File: config.mk
export PLATFORM = sky130hd
export DESIGN_NAME = uart_fifo_ctrl
export DESIGN_NICKNAME = d
export VERILOG_FILES = /design/src/rtl/uart_16550_pkg.sv /design/src/rtl/uart_fifo_ram.sv /design/src/rtl/uart_fifo_ctrl.sv
export SDC_FILE = /design/constraint.sdc
export NUM_CORES = 1
export LEC_CHECK = 0
export BUFFER_PORTS_ARGS = -buffer_cell sky130_fd_sc_hd__buf_4
export CELL_PAD_IN_SITES_DETAIL_PLACEMENT = 1
export CELL_PAD_IN_SITES_GLOBAL_PLACEMENT = 1
export CORE_MARGIN = 3
export CORE_UTILIZATION = 57
export CTS_BUF_LIST = sky130_fd_sc_hd__clkbuf_4 sky130_fd_sc_hd__clkbuf_8 sky130_fd_sc_hd__clkbuf_16
export DETAILED_ROUTE_END_ITERATION = 16
export GPL_ROUTABILITY_DRIVEN = 1
export PLACE_DENSITY_LB_ADDON = 0.1
export RECOVER_POWER = 25
export SLEW_MARGIN = 20
export SYNTH_ARGS = -nofsm -noshare
export SYNTH_HDL_FRONTEND = slang
export SYNTH_SLANG_ARGS = --single-unit
File: constraint.sdc
create_clock -name WBs_CLK_i -period 7.2 [get_ports WBs_CLK_i]
set_input_delay 0.72 -clock WBs_CLK_i [delete_from_list [all_inputs] [get_ports WBs_CLK_i]]
set_output_delay 0.72 -clock WBs_CLK_i [all_outputs]
set_load 0.1 [all_outputs]
File: src/rtl/uart_16550_pkg.sv
`default_nettype none
// +----------------------------------------------------------------------+
// | uart_16550_pkg: shared widths, LSR status bit indices, clog2 helper. |
// | Rev 1.0                                                              |
// +----------------------------------------------------------------------+
package uart_16550_pkg;

    localparam int c_DATA_W = 8;
    localparam int c_STAT_W = 3;

    // Per-entry Rx status bit positions
    localparam int c_STAT_PE = 2;
    localparam int c_STAT_FE = 1;
    localparam int c_STAT_BI = 0;

    function automatic int clog2(input int value);
        int r;
        r = 0;
        for (int i = 0; i < 31; i++) begin
            if ((1 << i) < value) begin
                r = i + 1;
            end
        end
        return r;
    endfunction

endpackage
`default_nettype wire

File: src/rtl/uart_fifo_ram.sv
`default_nettype none
// +----------------------------------------------------------------------+
// | uart_fifo_ram: DEPTH x WIDTH register array, 1 write / 1 async read. |
// | Rev 1.0                                                              |
// +----------------------------------------------------------------------+
module uart_fifo_ram
    import uart_16550_pkg::*;
#(
    parameter int WIDTH = 11,
    parameter int DEPTH = 16,
    parameter int AW    = clog2(DEPTH)
) (
    input  logic             WBs_CLK_i,
    input  logic             wr_en,
    input  logic [AW-1:0]    wr_addr,
    input  logic [WIDTH-1:0] wr_data,
    input  logic [AW-1:0]    rd_addr,
    output logic [WIDTH-1:0] rd_data
);

    logic [WIDTH-1:0] r_mem [DEPTH];

    always_ff @(posedge WBs_CLK_i) begin
        if (wr_en) begin
            r_mem[wr_addr] <= wr_data;
        end
    end

    assign rd_data = r_mem[rd_addr];

endmodule
`default_nettype wire

File: src/rtl/uart_fifo_ctrl.sv
`default_nettype none
// +----------------------------------------------------------------------+
// | uart_fifo_ctrl: 16550 Tx/Rx FIFO with holding-register mode,        |
// | trigger level, sticky overrun and error-in-FIFO tracking. Rev 1.0    |
// +----------------------------------------------------------------------+
module uart_fifo_ctrl
    import uart_16550_pkg::*;
#(
    parameter int DATA_W = c_DATA_W,
    parameter int STAT_W = c_STAT_W,
    parameter int DEPTH  = 16
) (
    input  logic                    WBs_CLK_i,
    input  logic                    WBs_RST_i,
    input  logic                    fifo_en_i,
    input  logic                    flush_i,
    input  logic                    push_i,
    input  logic [DATA_W-1:0]       push_dat_i,
    input  logic [STAT_W-1:0]       push_stat_i,
    input  logic                    pop_i,
    output logic [DATA_W-1:0]       pop_dat_o,
    output logic [STAT_W-1:0]       pop_stat_o,
    input  logic [clog2(DEPTH):0]   trig_lvl_i,
    output logic [clog2(DEPTH):0]   level_o,
    output logic                    empty_o,
    output logic                    full_o,
    output logic                    trig_o,
    output logic                    overrun_o,
    input  logic                    ovr_clr_i,
    output logic                    err_pend_o
);

    localparam int c_AW = clog2(DEPTH);
    localparam int c_LW = c_AW + 1;
    localparam int c_WW = STAT_W + DATA_W;

    logic [c_AW-1:0] r_wr_ptr;
    logic [c_AW-1:0] r_rd_ptr;
    logic [c_LW-1:0] r_level;
    logic [c_LW-1:0] r_err_cnt;
    logic            r_overrun;
    logic            r_fifo_en;

    logic [c_LW-1:0] w_cap;
    logic [c_LW-1:0] w_thr;
    logic            w_full;
    logic            w_empty;
    logic            w_flush;
    logic            w_push_acc;
    logic            w_pop_acc;
    logic            w_ovr_set;
    logic            w_push_err;
    logic            w_pop_err;
    logic [c_WW-1:0] w_rd_word;
    logic [DATA_W-1:0] w_rd_dat;
    logic [STAT_W-1:0] w_rd_stat;

    assign w_cap   = r_fifo_en ? c_LW'(DEPTH) : c_LW'(1);
    assign w_full  = (r_level == w_cap);
    assign w_empty = (r_level == '0);

    // A mode change empties the FIFO, as an FCR[0] write does on a 16550
    assign w_flush    = flush_i | (fifo_en_i != r_fifo_en);
    assign w_pop_acc  = pop_i & ~w_empty & ~w_flush;
    assign w_push_acc = push_i & (~w_full | pop_i) & ~w_flush;
    assign w_ovr_set  = push_i & w_full & ~pop_i & ~w_flush;

    assign w_push_err = w_push_acc & (|push_stat_i);
    assign w_pop_err  = w_pop_acc & (|w_rd_stat);

    uart_fifo_ram #(
        .WIDTH (c_WW),
        .DEPTH (DEPTH),
        .AW    (c_AW)
    ) u_ram (
        .WBs_CLK_i (WBs_CLK_i),
        .wr_en     (w_push_acc),
        .wr_addr   (r_wr_ptr),
        .wr_data   ({push_stat_i, push_dat_i}),
        .rd_addr   (r_rd_ptr),
        .rd_data   (w_rd_word)
    );

    assign w_rd_dat  = w_rd_word[DATA_W-1:0];
    assign w_rd_stat = w_rd_word[DATA_W +: STAT_W];

    always_comb begin
        w_thr = trig_lvl_i;
        if (w_thr == '0) begin
            w_thr = c_LW'(1);
        end
        if (w_thr > w_cap) begin
            w_thr = w_cap;
        end
    end

    always_ff @(posedge WBs_CLK_i) begin
        if (!WBs_RST_i) begin
            r_wr_ptr  <= '0;
            r_rd_ptr  <= '0;
            r_level   <= '0;
            r_err_cnt <= '0;
            r_overrun <= 1'b0;
            r_fifo_en <= fifo_en_i;
        end else begin
            r_fifo_en <= fifo_en_i;

            if (w_ovr_set) begin
                r_overrun <= 1'b1;
            end else if (ovr_clr_i) begin
                r_overrun <= 1'b0;
            end

            if (w_flush) begin
                r_wr_ptr  <= '0;
                r_rd_ptr  <= '0;
                r_level   <= '0;
                r_err_cnt <= '0;
            end else begin
                if (w_push_acc) begin
                    r_wr_ptr <= r_wr_ptr + 1'b1;
                end
                if (w_pop_acc) begin
                    r_rd_ptr <= r_rd_ptr + 1'b1;
                end
                if (w_push_acc && !w_pop_acc) begin
                    r_level <= r_level + 1'b1;
                end else if (w_pop_acc && !w_push_acc) begin
                    r_level <= r_level - 1'b1;
                end
                if (w_push_err && !w_pop_err) begin
                    r_err_cnt <= r_err_cnt + 1'b1;
                end else if (w_pop_err && !w_push_err) begin
                    r_err_cnt <= r_err_cnt - 1'b1;
                end
            end
        end
    end

    assign pop_dat_o  = w_empty ? '0 : w_rd_dat;
    assign pop_stat_o = w_empty ? '0 : w_rd_stat;
    assign level_o    = r_level;
    assign empty_o    = w_empty;
    assign full_o     = w_full;
    assign trig_o     = (r_level >= w_thr);
    assign overrun_o  = r_overrun;
    assign err_pend_o = (r_err_cnt != '0);

endmodule
`default_nettype wire

== After elaboration in Yosys (flattened, before gate mapping) ==
Memories as Yosys holds them, arrays and structs flattened. A register that Yosys moved wholly into a read port is not among the register bits.
Index checks and enable logic that the tools add are counted.

* Register bits: 20
* RAM bits: 176
* Bits of input ports: 23
* Output and inout bits: 21
* Logic and storage cells: 65
* Memories kept: 1

* Add/subtract/negate cells: 6
* Order comparisons: 2
* Equality and inequality tests: 2
* Multiplexer cells: 15
* Bitwise operators: 16
* Reductions and logical operators: 17

{| class="wikitable"
|+ Memories
! memory !! depth !! width !! rd ports !! clocked after Yosys merged registers in !! wr ports !! line !! RTL
|-
| u_ram.r_mem || 16 || 11 || 1 || 1 || 1 || uart_fifo_ram.sv:21 || <nowiki>logic [WIDTH-1:0] r_mem [DEPTH];</nowiki>
|}

{| class="wikitable"
|+ Operator list
! cell !! count
|-
| $mux W5 || 7
|-
| $add A5 B1 Y5 const B || 2
|-
| $logic_not A5 Y1 || 2
|-
| $sub A5 B1 Y5 const B || 2
|-
| $and A1 B1 Y1 || 9
|-
| $add A4 B1 Y4 const B || 2
|-
| $mux W4 || 2
|-
| $mux W8 || 1
|-
| $reduce_bool A2 Y1 || 3
|-
| $reduce_or A3 Y1 || 2
|-
| $eq A5 B5 Y1 || 1
|-
| $ge A5 B5 Y1 || 1
|-
| $gt A5 B5 Y1 || 1
|-
| $not A1 Y1 || 5
|-
| $reduce_bool A5 Y1 || 1
|-
| $logic_and A1 B1 Y1 || 4
|-
| $logic_not A1 Y1 || 4
|-
| $mux W1 || 4
|-
| $mux W3 || 1
|-
| $or A1 B1 Y1 || 2
|-
| $reduce_or A2 Y1 || 1
|-
| $ne A1 B1 Y1 || 1
|}

== Depth between registers and ports, before layout ==
* Depth after elaboration: 11
* Mapped depth: 15
* Mapped depth without buffers: 13

== Hierarchy ==
Synthesis repeated with hierarchy kept, for this count alone.

* Cell total of the unflattened synthesis: 476
* Area, all modules: 8351.8 um2

{| class="wikitable"
|+ By module, submodules not included
! module !! times used !! cells an instance !! area each (um2) !! sequential area each (um2)
|-
| uart_fifo_ram || 1 || 294 || 6819.0 || 5285.1
|-
| uart_fifo_ctrl || 1 || 182 || 1532.7 || 400.4
|}

== Least setup slack after synthesis ==
Ideal clock, no wire load.

* Path kind: register -> output
* Start point: register r_level[1] (netlist: level_o[1])
* End point: output pop_stat_o[0]
* Arrival: 3.549 ns
* Data required time: 6.480 ns
* Slack: 2.931 ns
* Cell stages (with the launch flop): 5
* Buffers on the path: 0
* Cell sequence: dfxtp_1 -> or3_1 -> or3_1 -> inv_1 -> a31oi_1

* Longest elaborated chain between the ends: 2

{| class="wikitable"
|+ RTL lines
! item !! line !! RTL
|-
| from (decl) || uart_fifo_ctrl.sv:39 || <nowiki>logic [c_LW-1:0] r_level;</nowiki>
|-
| from (signal assigned) || uart_fifo_ctrl.sv:127 || <nowiki>r_level <= r_level + 1'b1;</nowiki>
|-
| from (signal assigned) || uart_fifo_ctrl.sv:129 || <nowiki>r_level <= r_level - 1'b1;</nowiki>
|-
| $logic_not A5 Y1 || uart_fifo_ctrl.sv:60 || <nowiki>assign w_empty = (r_level == '0);</nowiki>
|-
| via empty_o || uart_fifo_ctrl.sv:25 || <nowiki>output logic empty_o,</nowiki>
|-
| $mux W3 || uart_fifo_ctrl.sv:141 || <nowiki>assign pop_stat_o = w_empty ? '0 : w_rd_stat;</nowiki>
|-
| to (decl) || uart_fifo_ctrl.sv:22 || <nowiki>output logic [STAT_W-1:0] pop_stat_o,</nowiki>
|}

The timed path passes the listed nets, and every way through them passes these cells.

==> results summary <==
The flow ran to the end, and the final reports show no timing, DRC or antenna violations. The share of the yosys chip area belonging to registers came out at 69.52%. The sum of negative setup slack came out at 0 ns. The final layout net count came out at 553. The die covers 0.01603 mm2.

Entering global routing, the biggest net connects 45 pins. Ranked by total cell area, the synthesized netlist is headed by edfxtp_1 64%, mux4_2 9.2%, mux4_1 6.0%. The number of synthesized register bits came out at 200. The clock tree buffer depth came out at 2. The via count of the routed design is 4452. In this run the tool buffered the top-level ports with 43 buffer cells. By area, the combinational part of the netlist is dominated by multiplexers.

The worst setup skew after layout came out at 0.008674 ns. Compared with the post-synthesis result, the final layout area differs by 13.91%. In this run the clock root is driven by a clkbuf_16. The count of filler cells inserted in the layout came out at 1183. The number of flops mapped to enable cells by yosys came out at 176. The post-CTS setup buffer count is 0. The overall routed net length came out at 19380 um. Hold repair after CTS inserted 0 buffers. For this design the ratio of total power to cell area is 247.7 mW/mm2. At the placement stage, the worst setup path has a slack of 2.723 ns.

The post-synthesis net count came out at 492. The tool flagged a number of max-cap violations equal to 0. The number of antenna violations at the first check in global routing is 0. The total power is 2.340 mW. In the global route stage, overall resource usage came out at 25.84%. The most instantiated flip-flop cell in the synthesis netlist is edfxtp_1. Setup repair after global routing left no endpoint under its margin. STA classifies the critical path endpoint as a flop. The worst path meets setup with 2.753 ns of slack. The global routing's busiest layer is met2. The global-route track usage on met1 is 35.56%. The cell taking the most area after synthesis is edfxtp_1. Gates resized during post-CTS repair numbered 0. The initial core utilization is 59.06%. The number of standard cells in the layout, taps in and fillers out is 701. The tightest min-delay check is of the input port to flop type. The global-route wire length before repair is 29770 um.

In the final routed layout, each cell accounts on average for 27.64 um. The placed wire-length estimate came out at 12300 um. For this run, the top clock speed supported by timing is 224.9 MHz. The number of max-slew violations in the final report is 0. The worst setup path is launched from a flop. The met3 demand-to-capacity share in global routing is 4.253%. TritonCTS built the clock tree. The leakage component of the power is 3.205 nW. Yosys printed 0 warnings. The number of nets still failing antenna checks after routing came out at 0. The height of the die came out at 126.6 um.

The total core area is 0.01404 mm2. The number of I/O pins is 44. The first-pass detailed-route iteration total is 5. The die is 126.6 um wide. In the final layout, the share of cells above drive strength 1 is 23.80%. For the worst setup path, the data arrival time is 4.80 ns. The critical path is of the flop to flop type. In the routed layout, each cell is associated on average with a via count of 6.351. The number of hold violations in the final report is 0. The final critical-path share of the clock period is 61.77%.

The H-tree was split into 4 levels. The synthesized netlist occupies a cell area of 0.008293 mm2. The total congestion overflow is 0.

The total CTS buffers came out at 17. Headroom to the max-slew limit came out at 33.61%. At the end of the flow the core is filled with cells to 67.27%. The distinct cell type count after synthesis came out at 37. After synthesis, the most frequently instantiated cells are 176 x edfxtp_1, 34 x mux4_2, 32 x nor2_1, 24 x dfxtp_1, 20 x ha_1. The worst supply voltage drop on vdd came out at 157.7 uV. The largest fanout of any net on the critical path came out at 29.

The CTS sink count came out at 200. The number of cells produced by synthesis came out at 447. Summing the areas of all fa, ha and maj instances in the mapped netlist gives 3.500% of the synthesized area. The share of flip-flops with an asynchronous set or reset came out at 0%. The final routed DRC violation total came out at 0. The number of global-route vias before repair is 4801. For the pin with the worst max-slew slack, the measured transition is 0.9958 ns. The mux contribution to synthesized area came out at 15.98%.

The repair_antennas step left the layout with diodes totalling 0. The xor-xnor portion of the synthesized cell area came out at 1.479%. The share of the synthesized area in the top cell type is 63.73%.

The compound-gate portion of the synthesized area is 2.505%. For this block, the initial DRC count from the detailed router was 575. Setup violations remaining at the end of the flow were counted as 0. The most numerous cell in the Yosys netlist is edfxtp_1. The simple-gate area share of the yosys netlist came out at 5.190%. The average cell area after synthesis came out at 18.55 um2.

The initialized floorplan defines 43 standard-cell rows. The global-route met2 utilization came out at 43.46%. Once placement completed, the tool counted placed cells totaling 669. For the worst-skew pair, the clock arrives at the later sink with an insertion delay of 0.43 ns.

The register clock-pin slew on the reported worst setup and hold paths came out at 0.07 ns. The critical path required time is 7.55 ns. The routed design could run at a clock period as short as 4.447 ns. The routability congestion estimate came out at 0.7401.
flip-flops by register name, indices dropped and copies added, names as in the netlist, named ones only:
name	count
level_o	5
r_fifo_en	1
u_ram.r_mem	176
r_err_cnt	5
r_rd_ptr	4
r_wr_ptr	4
overrun_o	1
cell families after synthesis:
group | after synthesis
compound gates | 34
xor+xnor | 14
fa+ha+maj | 22
buf+inv | 28
flops | 200
mux | 59
simple gates | 90
critical path: stages, from the launching register on:
cell and delay (ns):
dfxtp_2 0.99, buf_4 0.47, mux4_1 0.61, a22oi_1 0.28, nand3_1 0.13, nor3_1 0.12
or2_1 0.13, ha_1 0.19, inv_1 0.12, fa_1 0.42, a21o_1 0.18, a21oi_1 0.16
xnor2_1 0.09, or3_1 0.31, a21oi_1 0.13
worst paths after layout:
path              slack, ns  cells after the start      endpoint         start
hold / removal         0.43                      1     r_fifo_en     fifo_en_i
setup / recovery       2.75                     14  r_err_cnt[4]          flop
hold reg to reg        0.50                      2  r_err_cnt[4]  r_err_cnt[4]
setup reg to reg       2.75                     14  r_err_cnt[4]          flop
stage by stage:
step / cell area (um2) / hold WS, ns
after floorplan: 8293 / 0.4585
after global placement: 8881 / 0.4761
after detailed placement: 8881 / 0.4924
after CTS: 9474 / 0.3881
final: 9447 / 0.4337
after global routing: 9447 / 0.4295
layer usage:
layer  share of wire, %  routed length, um  vias up
li1                   -                  -     1910
met1                 41               7887     2382
met2                 53              10330      134
met3                4.5                879       26
met4                1.4                278        0
met5                  0                  0        -
cell type report:
cell class / instances / area (um2) / area share (%)
inverters: 9 / 33.78 / 0.3576
clock buffers: 17 / 425.4 / 4.503
multi-input cells: 219 / 2396 / 25.36
repair buffers: 61 / 427.9 / 4.530
flip-flops and latches: 200 / 5771 / 61.09
clock inverters: 15 / 167.7 / 1.775
well taps: 180 / 225.2 / 2.384
cells in the final DEF, fill, tap and decap left out, types with 4 or more instances in the layout:
master and n:
clkbuf_1 8, dfxtp_1 22, xnor2_1 7, a21oi_1 15, or3_1 5, ha_1 20, edfxtp_1 176, a21o_1 8
inv_6 4, mux2i_1 6, nor2_1 32, buf_4 53, inv_1 9, and2_1 11, mux4_1 19, nor3_2 4
nand2_1 15, mux4_2 34, clkbuf_16 17, xor2_1 7, nand3_1 9
where the power goes:
part           leakage, nW  switching, mW  total [mW]  internal [mW]
sequential            1.78        0.00389        1.27           1.26
combinational         1.14         0.0845       0.122         0.0371
clock                0.283          0.433       0.952          0.519
Power figures use the tool's default switching activity.
